$ cat config.mk
export PLATFORM = sky130hd
export DESIGN_NAME = ysyx_25020047_wbu_stage_flat
export DESIGN_NICKNAME = d
export VERILOG_FILES = /design/src/rtl/ysyx_25020047_wbu_stage_if.sv /design/src/rtl/ysyx_25020047_wbu_stage.sv /design/src/flat_wrapper.sv
export SDC_FILE = /design/constraint.sdc
export NUM_CORES = 1
export LEC_CHECK = 0
export CAP_MARGIN = 20
export CORE_ASPECT_RATIO = 1.25
export CORE_MARGIN = 5
export CORE_UTILIZATION = 45
export CTS_CLUSTER_DIAMETER = 30
export CTS_CLUSTER_SIZE = 8
export DETAILED_ROUTE_END_ITERATION = 16
export PLACE_DENSITY_LB_ADDON = 0.1
export SYNTH_ARGS = -nofsm -noshare
export SYNTH_HDL_FRONTEND = slang
export SYNTH_SLANG_ARGS = --single-unit
$ cat constraint.sdc
create_clock -name clk -period 6.4 [get_ports clk]
set_clock_uncertainty 0.15 [all_clocks]
set_input_delay 1.28 -clock clk [delete_from_list [all_inputs] [get_ports clk]]
set_output_delay 1.28 -clock clk [all_outputs]
set_load 0.01 [all_outputs]
$ cat src/rtl/ysyx_25020047_wbu_stage_if.sv
// Write-back stage bus: upstream entry handshake, decoded payload, register/PC
// write-back outputs and retire/halt status.
interface ysyx_25020047_wbu_stage_if #(
    parameter int unsigned XLEN  = 32,
    parameter int unsigned TYPEW = 32,
    parameter int unsigned CNTW  = 64
);
    logic             in_valid;
    logic             in_ready;
    logic [TYPEW-1:0] inst_type;
    logic [XLEN-1:0]  result;
    logic [XLEN-1:0]  memdata;
    logic [XLEN-1:0]  snpc;
    logic [1:0]       addr_lo;
    logic [4:0]       rd;
    logic             out_valid;
    logic             out_ready;
    logic             wen;
    logic [4:0]       waddr;
    logic [XLEN-1:0]  wdata;
    logic [XLEN-1:0]  dnpc;
    logic             redirect;
    logic [CNTW-1:0]  retired;
    logic             halted;

    modport master (
        output in_valid, inst_type, result, memdata, snpc, addr_lo, rd, out_ready,
        input  in_ready, out_valid, wen, waddr, wdata, dnpc, redirect, retired, halted
    );

    modport slave (
        input  in_valid, inst_type, result, memdata, snpc, addr_lo, rd, out_ready,
        output in_ready, out_valid, wen, waddr, wdata, dnpc, redirect, retired, halted
    );
endinterface

$ cat src/rtl/ysyx_25020047_wbu_stage.sv
// Write-back stage: decodes the result source per instruction class into a
// one-entry output register, counts retires, and halts after an ebreak drains.
module ysyx_25020047_wbu_stage #(
    parameter int unsigned XLEN  = 32,
    parameter int unsigned TYPEW = 32,
    parameter int unsigned CNTW  = 64
) (
    input logic                      clk,
    input logic                      rst,
    ysyx_25020047_wbu_stage_if.slave bus
);
    localparam logic [TYPEW-1:0] T_ADDI   = TYPEW'(32'h0000_0001);
    localparam logic [TYPEW-1:0] T_JALR   = TYPEW'(32'h0000_0002);
    localparam logic [TYPEW-1:0] T_ADD    = TYPEW'(32'h0000_0008);
    localparam logic [TYPEW-1:0] T_LUI    = TYPEW'(32'h0000_0010);
    localparam logic [TYPEW-1:0] T_LW     = TYPEW'(32'h0000_0020);
    localparam logic [TYPEW-1:0] T_LBU    = TYPEW'(32'h0000_0040);
    localparam logic [TYPEW-1:0] T_AUIPC  = TYPEW'(32'h0000_0200);
    localparam logic [TYPEW-1:0] T_JAL    = TYPEW'(32'h0000_0400);
    localparam logic [TYPEW-1:0] T_SUB    = TYPEW'(32'h0000_0800);
    localparam logic [TYPEW-1:0] T_LH     = TYPEW'(32'h0000_1000);
    localparam logic [TYPEW-1:0] T_LHU    = TYPEW'(32'h0000_2000);
    localparam logic [TYPEW-1:0] T_LB     = TYPEW'(32'h0000_4000);
    localparam logic [TYPEW-1:0] T_EBREAK = TYPEW'(32'h0001_0000);

    typedef enum logic [1:0] {RUN, DRAIN, HALT} state_t;

    state_t          state;
    logic [7:0]      ld_byte;
    logic [15:0]     ld_half;
    logic [XLEN-1:0] wb_val;
    logic            writes;
    logic            jump;
    logic            wen_c;
    logic [XLEN-1:0] wdata_c;
    logic [XLEN-1:0] dnpc_c;
    logic            capture;
    logic            retire;
    logic            is_ebreak;

    assign bus.in_ready = (state == RUN) && (!bus.out_valid || bus.out_ready);
    assign capture      = bus.in_valid && bus.in_ready;
    assign retire       = bus.out_valid && bus.out_ready;
    assign is_ebreak    = (bus.inst_type == T_EBREAK);

    // Byte/halfword lane selection for sub-word loads
    always_comb begin
        ld_byte = bus.memdata[7:0];
        case (bus.addr_lo)
            2'd1:    ld_byte = bus.memdata[15:8];
            2'd2:    ld_byte = bus.memdata[23:16];
            2'd3:    ld_byte = bus.memdata[31:24];
            default: ld_byte = bus.memdata[7:0];
        endcase
        ld_half = bus.addr_lo[1] ? bus.memdata[31:16] : bus.memdata[15:0];
    end

    // Result source select; store, ebreak and unrecognised codes write nothing
    always_comb begin
        wb_val = '0;
        writes = 1'b0;
        jump   = 1'b0;
        case (bus.inst_type)
            T_ADDI, T_ADD, T_LUI, T_AUIPC, T_SUB: begin
                wb_val = bus.result;
                writes = 1'b1;
            end
            T_JAL, T_JALR: begin
                wb_val = bus.snpc;
                writes = 1'b1;
                jump   = 1'b1;
            end
            T_LW: begin
                wb_val = bus.memdata;
                writes = 1'b1;
            end
            T_LBU: begin
                wb_val = {{(XLEN-8){1'b0}}, ld_byte};
                writes = 1'b1;
            end
            T_LB: begin
                wb_val = {{(XLEN-8){ld_byte[7]}}, ld_byte};
                writes = 1'b1;
            end
            T_LHU: begin
                wb_val = {{(XLEN-16){1'b0}}, ld_half};
                writes = 1'b1;
            end
            T_LH: begin
                wb_val = {{(XLEN-16){ld_half[15]}}, ld_half};
                writes = 1'b1;
            end
            default: ;
        endcase
        wen_c   = writes && (bus.rd != 5'd0);
        wdata_c = wen_c ? wb_val : '0;
        dnpc_c  = jump ? bus.result : bus.snpc;
    end

    // Output register, retire counter and RUN/DRAIN/HALT sequencing
    always_ff @(posedge clk or posedge rst) begin
        if (rst) begin
            state         <= RUN;
            bus.out_valid <= 1'b0;
            bus.wen       <= 1'b0;
            bus.waddr     <= 5'd0;
            bus.wdata     <= '0;
            bus.dnpc      <= '0;
            bus.redirect  <= 1'b0;
            bus.retired   <= '0;
            bus.halted    <= 1'b0;
        end else begin
            if (retire) begin
                bus.retired <= bus.retired + CNTW'(1);
            end
            case (state)
                RUN: begin
                    if (capture && is_ebreak) state <= DRAIN;
                end
                DRAIN: begin
                    if (retire) begin
                        state      <= HALT;
                        bus.halted <= 1'b1;
                    end
                end
                HALT: begin
                    bus.halted <= 1'b1;
                end
                default: state <= RUN;
            endcase
            if (capture) begin
                bus.out_valid <= 1'b1;
                bus.wen       <= wen_c;
                bus.waddr     <= bus.rd;
                bus.wdata     <= wdata_c;
                bus.dnpc      <= dnpc_c;
                bus.redirect  <= jump;
            end else if (retire) begin
                bus.out_valid <= 1'b0;
            end
        end
    end
endmodule

$ cat src/flat_wrapper.sv
// flat-port wrapper written by rule: the top's interface ports become plain ports
module ysyx_25020047_wbu_stage_flat 
#(
    parameter int unsigned XLEN  = 32,
    parameter int unsigned TYPEW = 32,
    parameter int unsigned CNTW  = 64
)
  (clk, rst, bus_in_valid, bus_inst_type, bus_result, bus_memdata, bus_snpc, bus_addr_lo, bus_rd, bus_out_ready, bus_in_ready, bus_out_valid, bus_wen, bus_waddr, bus_wdata, bus_dnpc, bus_redirect, bus_retired, bus_halted);
  ysyx_25020047_wbu_stage_if #(.XLEN(XLEN), .TYPEW(TYPEW), .CNTW(CNTW)) bus_i ();
  input logic clk;
  input logic rst;
  input wire logic [$bits(bus_i.in_valid)-1:0] bus_in_valid;
  input wire logic [$bits(bus_i.inst_type)-1:0] bus_inst_type;
  input wire logic [$bits(bus_i.result)-1:0] bus_result;
  input wire logic [$bits(bus_i.memdata)-1:0] bus_memdata;
  input wire logic [$bits(bus_i.snpc)-1:0] bus_snpc;
  input wire logic [$bits(bus_i.addr_lo)-1:0] bus_addr_lo;
  input wire logic [$bits(bus_i.rd)-1:0] bus_rd;
  input wire logic [$bits(bus_i.out_ready)-1:0] bus_out_ready;
  output wire logic [$bits(bus_i.in_ready)-1:0] bus_in_ready;
  output wire logic [$bits(bus_i.out_valid)-1:0] bus_out_valid;
  output wire logic [$bits(bus_i.wen)-1:0] bus_wen;
  output wire logic [$bits(bus_i.waddr)-1:0] bus_waddr;
  output wire logic [$bits(bus_i.wdata)-1:0] bus_wdata;
  output wire logic [$bits(bus_i.dnpc)-1:0] bus_dnpc;
  output wire logic [$bits(bus_i.redirect)-1:0] bus_redirect;
  output wire logic [$bits(bus_i.retired)-1:0] bus_retired;
  output wire logic [$bits(bus_i.halted)-1:0] bus_halted;
  assign bus_i.in_valid = bus_in_valid;
  assign bus_i.inst_type = bus_inst_type;
  assign bus_i.result = bus_result;
  assign bus_i.memdata = bus_memdata;
  assign bus_i.snpc = bus_snpc;
  assign bus_i.addr_lo = bus_addr_lo;
  assign bus_i.rd = bus_rd;
  assign bus_i.out_ready = bus_out_ready;
  assign bus_in_ready = bus_i.in_ready;
  assign bus_out_valid = bus_i.out_valid;
  assign bus_wen = bus_i.wen;
  assign bus_waddr = bus_i.waddr;
  assign bus_wdata = bus_i.wdata;
  assign bus_dnpc = bus_i.dnpc;
  assign bus_redirect = bus_i.redirect;
  assign bus_retired = bus_i.retired;
  assign bus_halted = bus_i.halted;
  ysyx_25020047_wbu_stage #(.XLEN(XLEN), .TYPEW(TYPEW), .CNTW(CNTW)) u_core (.clk(clk), .rst(rst), .bus(bus_i));
endmodule
=== After elaboration in Yosys (flattened, before gate mapping) ===
Index checks and enable logic that the tools add are counted.

* Bits in registers: 139
* Bits in latches: 0
* Bits in writable memories: 0
* Memory bits (read-only): 0
* Output and inout port bits: 138
* Word-level logic and storage cells: 61
* Memories kept: 0

* Add/sub/neg operators: 1
* Multipliers: 0
* Divide/modulo/power cells: 0
* Magnitude comparators: 0
* Equal/unequal tests: 20
* Shift-type cells: 0
* Muxes and demuxes: 14
* Bitwise gates (word level): 1
* Reductions and logical operators: 16

{| class="wikitable"
|+ Operators by type and width
! operator !! number
|-
| $pmux 32 s7 || 1
|-
| $add 64x1->64 const B || 1
|-
| $mux 32 || 2
|-
| $eq 32x1->1 const B || 1
|-
| $eq 32x10->1 const B || 1
|-
| $eq 32x11->1 const B || 1
|-
| $eq 32x12->1 const B || 1
|-
| $eq 32x13->1 const B || 1
|-
| $eq 32x14->1 const B || 1
|-
| $eq 32x15->1 const B || 1
|-
| $eq 32x17->1 const B || 1
|-
| $eq 32x2->1 const B || 1
|-
| $eq 32x4->1 const B || 1
|-
| $eq 32x5->1 const B || 1
|-
| $eq 32x6->1 const B || 1
|-
| $eq 32x7->1 const B || 1
|-
| $pmux 8 s3 || 1
|-
| $mux 16 || 1
|-
| $reduce_or 12->1 || 1
|-
| $eq 2x2->1 const B || 3
|-
| $pmux 2 s3 || 1
|-
| $logic_and 1x1->1 || 5
|-
| $mux 1 || 5
|-
| $reduce_bool 5->1 || 1
|-
| other kinds (14) || 17
|}

=== Logic depth before layout (Yosys ltp) ===
* Depth after elaboration: 7
* Gate-level depth with buffers: 8
* Depth with buffers taken out: 7

=== Least setup slack after synthesis ===
OpenSTA, ideal clock, no wires.

* Path kind: input-to-reg
* Start point: in bus_inst_type[9]
* End point: reg u_core.bus.wdata[17]
* Arrival: 3.387 ns
* Data required time: 6.163 ns
* Slack: 2.776 ns
* Cell stages on the path: 8
* Path buffers: 2
* Cells stage by stage: or4_1 -> buf_2 -> nor4_4 -> nand4_2 -> a41o_1 -> a221o_2 -> buf_6 -> a22oi_1

* Word-level cells in the longest chain between the ends: 5
* Elaborated cells between the ends (all ways): 19
* Those cells by class: 12 x eq/ne; 3 x mux; 4 x reduce/logical

{| class="wikitable"
|+ RTL lines
! what !! RTL line !! source
|-
| start: declaration || flat_wrapper.sv:13 || <nowiki>input wire logic [$bits(bus_i.inst_type)-1:0] bus_inst_type;</nowiki>
|-
| $eq 32x1->1, or another cell as far along || ysyx_25020047_wbu_stage.sv:63 || <nowiki>case (bus.inst_type)</nowiki>
|-
| $reduce_or 12->1 (no line) || n/a ||
|-
| $mux 1 || ysyx_25020047_wbu_stage.sv:63 ||
|-
| $logic_and 1x1->1 || ysyx_25020047_wbu_stage.sv:95 || <nowiki>wen_c = writes && (bus.rd != 5'd0);</nowiki>
|-
| $mux 32 (*) || ysyx_25020047_wbu_stage.sv:96 || <nowiki>wdata_c = wen_c ? wb_val : '0;</nowiki>
|-
| end signal: assignment || ysyx_25020047_wbu_stage.sv:135 || <nowiki>bus.wdata <= wdata_c;</nowiki>
|-
| end: declaration || ysyx_25020047_wbu_stage_if.sv:33 || <nowiki>output in_ready, out_valid, wen, waddr, wdata, dnpc, redirect, retired, halted</nowiki>
|}

Mark *: on every way between the ends. The rest lies on a longest branch, timed or not.
A chain may end at the register's enable or synchronous reset.

=== Worst setup path in the final report ===
* Start point: in bus_inst_type[13]
* End point: reg u_core.bus.wdata[6]

Same word-level chain as after synthesis.

==> impl_metrics.json <==
{
  "routed_via_density": 5.53,
  "synthesis.nets": 891,
  "post-place-ws_ns": 1.54,
  "synthMuxAreaShare": 0.0794,
  "yosys.area.top_type_share": 0.468,
  "io_pins": 277,
  "synth-seq-cells": 139,
  "setup_viol": 0,
  "clock_latency_ns": 0.42,
  "hold_violations": 0,
  "synth_fa_ha_area_frac": 0.00168,
  "placed_cells": 1214,
  "required_ns": 6.58,
  "period_share": 0.690,
  "grt_pass1_wl_um": 39200,
  "portBuffers": 276,
  "grt_max_degree": 94,
  "start_util": 0.458,
  "min_period_ns": 4.41,
  "die_w_um": 125,
  "cts_setup_buffers": 0,
  "rsz0062_at_grt": "false",
  "ys_seq_area_frac": 0.468,
  "drv_cap": 0,
  "synth_cell_types": 50,
  "first_pass_iters": 5,
  "critPathMaxFanout": 33,
  "overflow": 0,
  "slew_headroom": 0.329,
  "hpwl_um": 18700,
  "async_reset_ff_frac": 1.00,
  "start_kind": "input port",
  "synth_edf_count": 0,
  "wl_um": 24500,
  "synth_xor_area_frac": 0.0778,
  "syn_to_final_growth_pct": 47.5,
  "cts_root_buf": "clkbuf_16",
  "grtUsageTotal": 0.256,
  "placeableCoreArea_sq_um": 16200,
  "die_h_um": 154,
  "die_area_sq_um": 19200,
  "drc": 0,
  "syn_area_sq_um": 7430,
  "antennaDiodeCount": 0,
  "irDropWorstVdd_mv": 0.138,
  "layout-drive-gt1-share": 0.0862,
  "synth_top_family_by_area": "simple AND/OR/NAND/NOR gates",
  "fmax_mhz": 227,
  "cp_num_buf_inv": 1,
  "drtIter0Drc": 605,
  "ant_nets": 0,
  "cts.repair.resized": 0,
  "p_per_area_nw_per_um2": 209,
  "place.gp.congestion": 0.899,
  "nets": 1159,
  "synth_compound_area_frac": 0.143,
  "finalWorstSetupSlack_ns": 1.99,
  "hp-class": "register to register",
  "leakage_nw": 4.71,
  "yosys.area_share.simple": 0.182,
  "antenna_found_initial": 1,
  "cp_cell_sequence": "clkdlybuf4s50_1, or4_1, nor4_4, nand4_2, a41o_1, a221o_2, o21ai_0",
  "crit_type": "input port to register",
  "cts.sinks": 139,
  "finalMaxSlewViolations": 0,
  "critical-path-max-stage-delay_ns": 0.71,
  "synth_most_common_cell": "dfrtp_1",
  "worst_pin_slew_ns": 1.00,
  "cpLargestDelayFamily": "simple AND/OR/NAND/NOR gates",
  "yosys_warnings": 0,
  "clkTransAtPathRegs_ns": 0.06,
  "htreeDepth": 4,
  "cts_buffers": 17,
  "utilization": 0.676,
  "cts_tree": "done",
  "postCtsHoldBufs": 0,
  "critical_path_arrival_ns": 4.59,
  "design_area_sq_um": 11000,
  "vias": 6900,
  "ys.flop_type": "dfrtp_1",
  "setup_tns_ns": 0,
  "avgSynthCellArea_sq_um": 9.89,
  "yosysTopAreaCell": "dfrtp_1",
  "place_area_sq_um": 10400,
  "status": "finished, final reports clean",
  "syn_inst": 751,
  "rows": 52,
  "clockBufferDepth": 2,
  "end_kind": "register",
  "total_power_mw": 2.29,
  "synthTopCellsByArea": "dfrtp_1 (47%), nand2_1 (5.9%), xnor2_1 (5.4%), mux2i_1 (4.4%), o21ai_0 (3.4%)",
  "cp_slowest_cell": "or4_1",
  "holdWs_ns": 0.321,
  "post_drt_wl_per_cell_um": 19.6,
  "ys_top_cells_by_count": "dfrtp_1 (139), nand2_1 (117), inv_1 (51), o21ai_0 (51), xnor2_1 (46)",
  "grt_pass1_vias": 7080,
  "fill_cells": 1319,
  "finalNonFillerCells": 1248
}
report_power, final:
part | internal (mW) | total (mW) | switching (mW)
combinational | 0.211 | 0.373 | 0.162
sequential | 0.930 | 0.970 | 0.0407
clock | 0.521 | 0.948 | 0.427
path summary, 6_finish.rpt:
| path | from | endpoint | slack [ns] | cells past startpoint |
|---|---|---|---|---|
| max in group asynchronous | rst | u_core.bus.retired[18] | 3.67 | 3 |
| worst min register to register | u_core.bus.retired[63] | u_core.bus.retired[63] | 0.32 | 1 |
| min in group asynchronous | rst | u_core.bus.retired[63] | 1.27 | 2 |
| worst max-delay path | bus_inst_type[13] | u_core.bus.wdata[6] | 1.99 | 7 |
| worst max register to register | u_core.bus.retired[2] | u_core.bus.retired[59] | 3.41 | 6 |
| worst min-delay path | u_core.bus.retired[63] | u_core.bus.retired[63] | 0.32 | 1 |
cell type report:
cell class	count	area (sq um)	share of cell area
clock inverters	14	125	0.0114
flip-flops and latches	139	3480	0.318
multi-input cells	525	3610	0.330
well taps	216	270	0.0247
inverters	52	200	0.0183
repair buffers	284	2830	0.258
clock buffers	18	439	0.0401
layout by cell type, fill, tap and decap left out, types with 11 or more instances in the layout:
| cell type | instances |
|---|---|
| nand3_1 | 21 |
| nand2_1 | 117 |
| clkbuf_16 | 17 |
| and4_1 | 11 |
| o21ai_0 | 51 |
| nor2_1 | 25 |
| xor2_1 | 20 |
| inv_1 | 50 |
| xnor2_1 | 46 |
| a211oi_1 | 23 |
| clkdlybuf4s50_1 | 276 |
| nor3_1 | 19 |
| a22oi_1 | 18 |
| dfrtp_1 | 139 |
| a22oi_2 | 14 |
| nand4_1 | 15 |
| mux2i_1 | 33 |
layer usage:
metal	global-route usage	up-vias	part of all wire
met4	0.111	2	0.038
met3	0.0784	50	0.084
li1	-	3241	-
met5	0	-	0.00057
met2	0.439	300	0.50
met1	0.297	3307	0.38
sequential cells by signal, indices dropped and copies added, names as in the netlist:
register              flops
u_core.bus.wdata         32
u_core.bus.wen            1
u_core.bus.redirect       1
u_core.bus.dnpc          32
u_core.bus.retired       64
u_core.bus.waddr          5
u_core.bus.out_valid      1
u_core.bus.halted         1
u_core.state              2
logic make-up (layout without fill, tap and decap cells):
| family | after synthesis | after routing |
|---|---|---|
| flip-flops | 139 | 139 |
| AND/OR/NAND/NOR | 264 | 264 |
| multiplexers | 48 | 48 |
| AO/OA/AOI/OAI | 146 | 146 |
| buffers and inverters | 87 | 368 |
| XOR/XNOR | 66 | 66 |
| adder cells (fa/ha/maj) | 1 | 1 |
(Power assumes the default switching activity.)
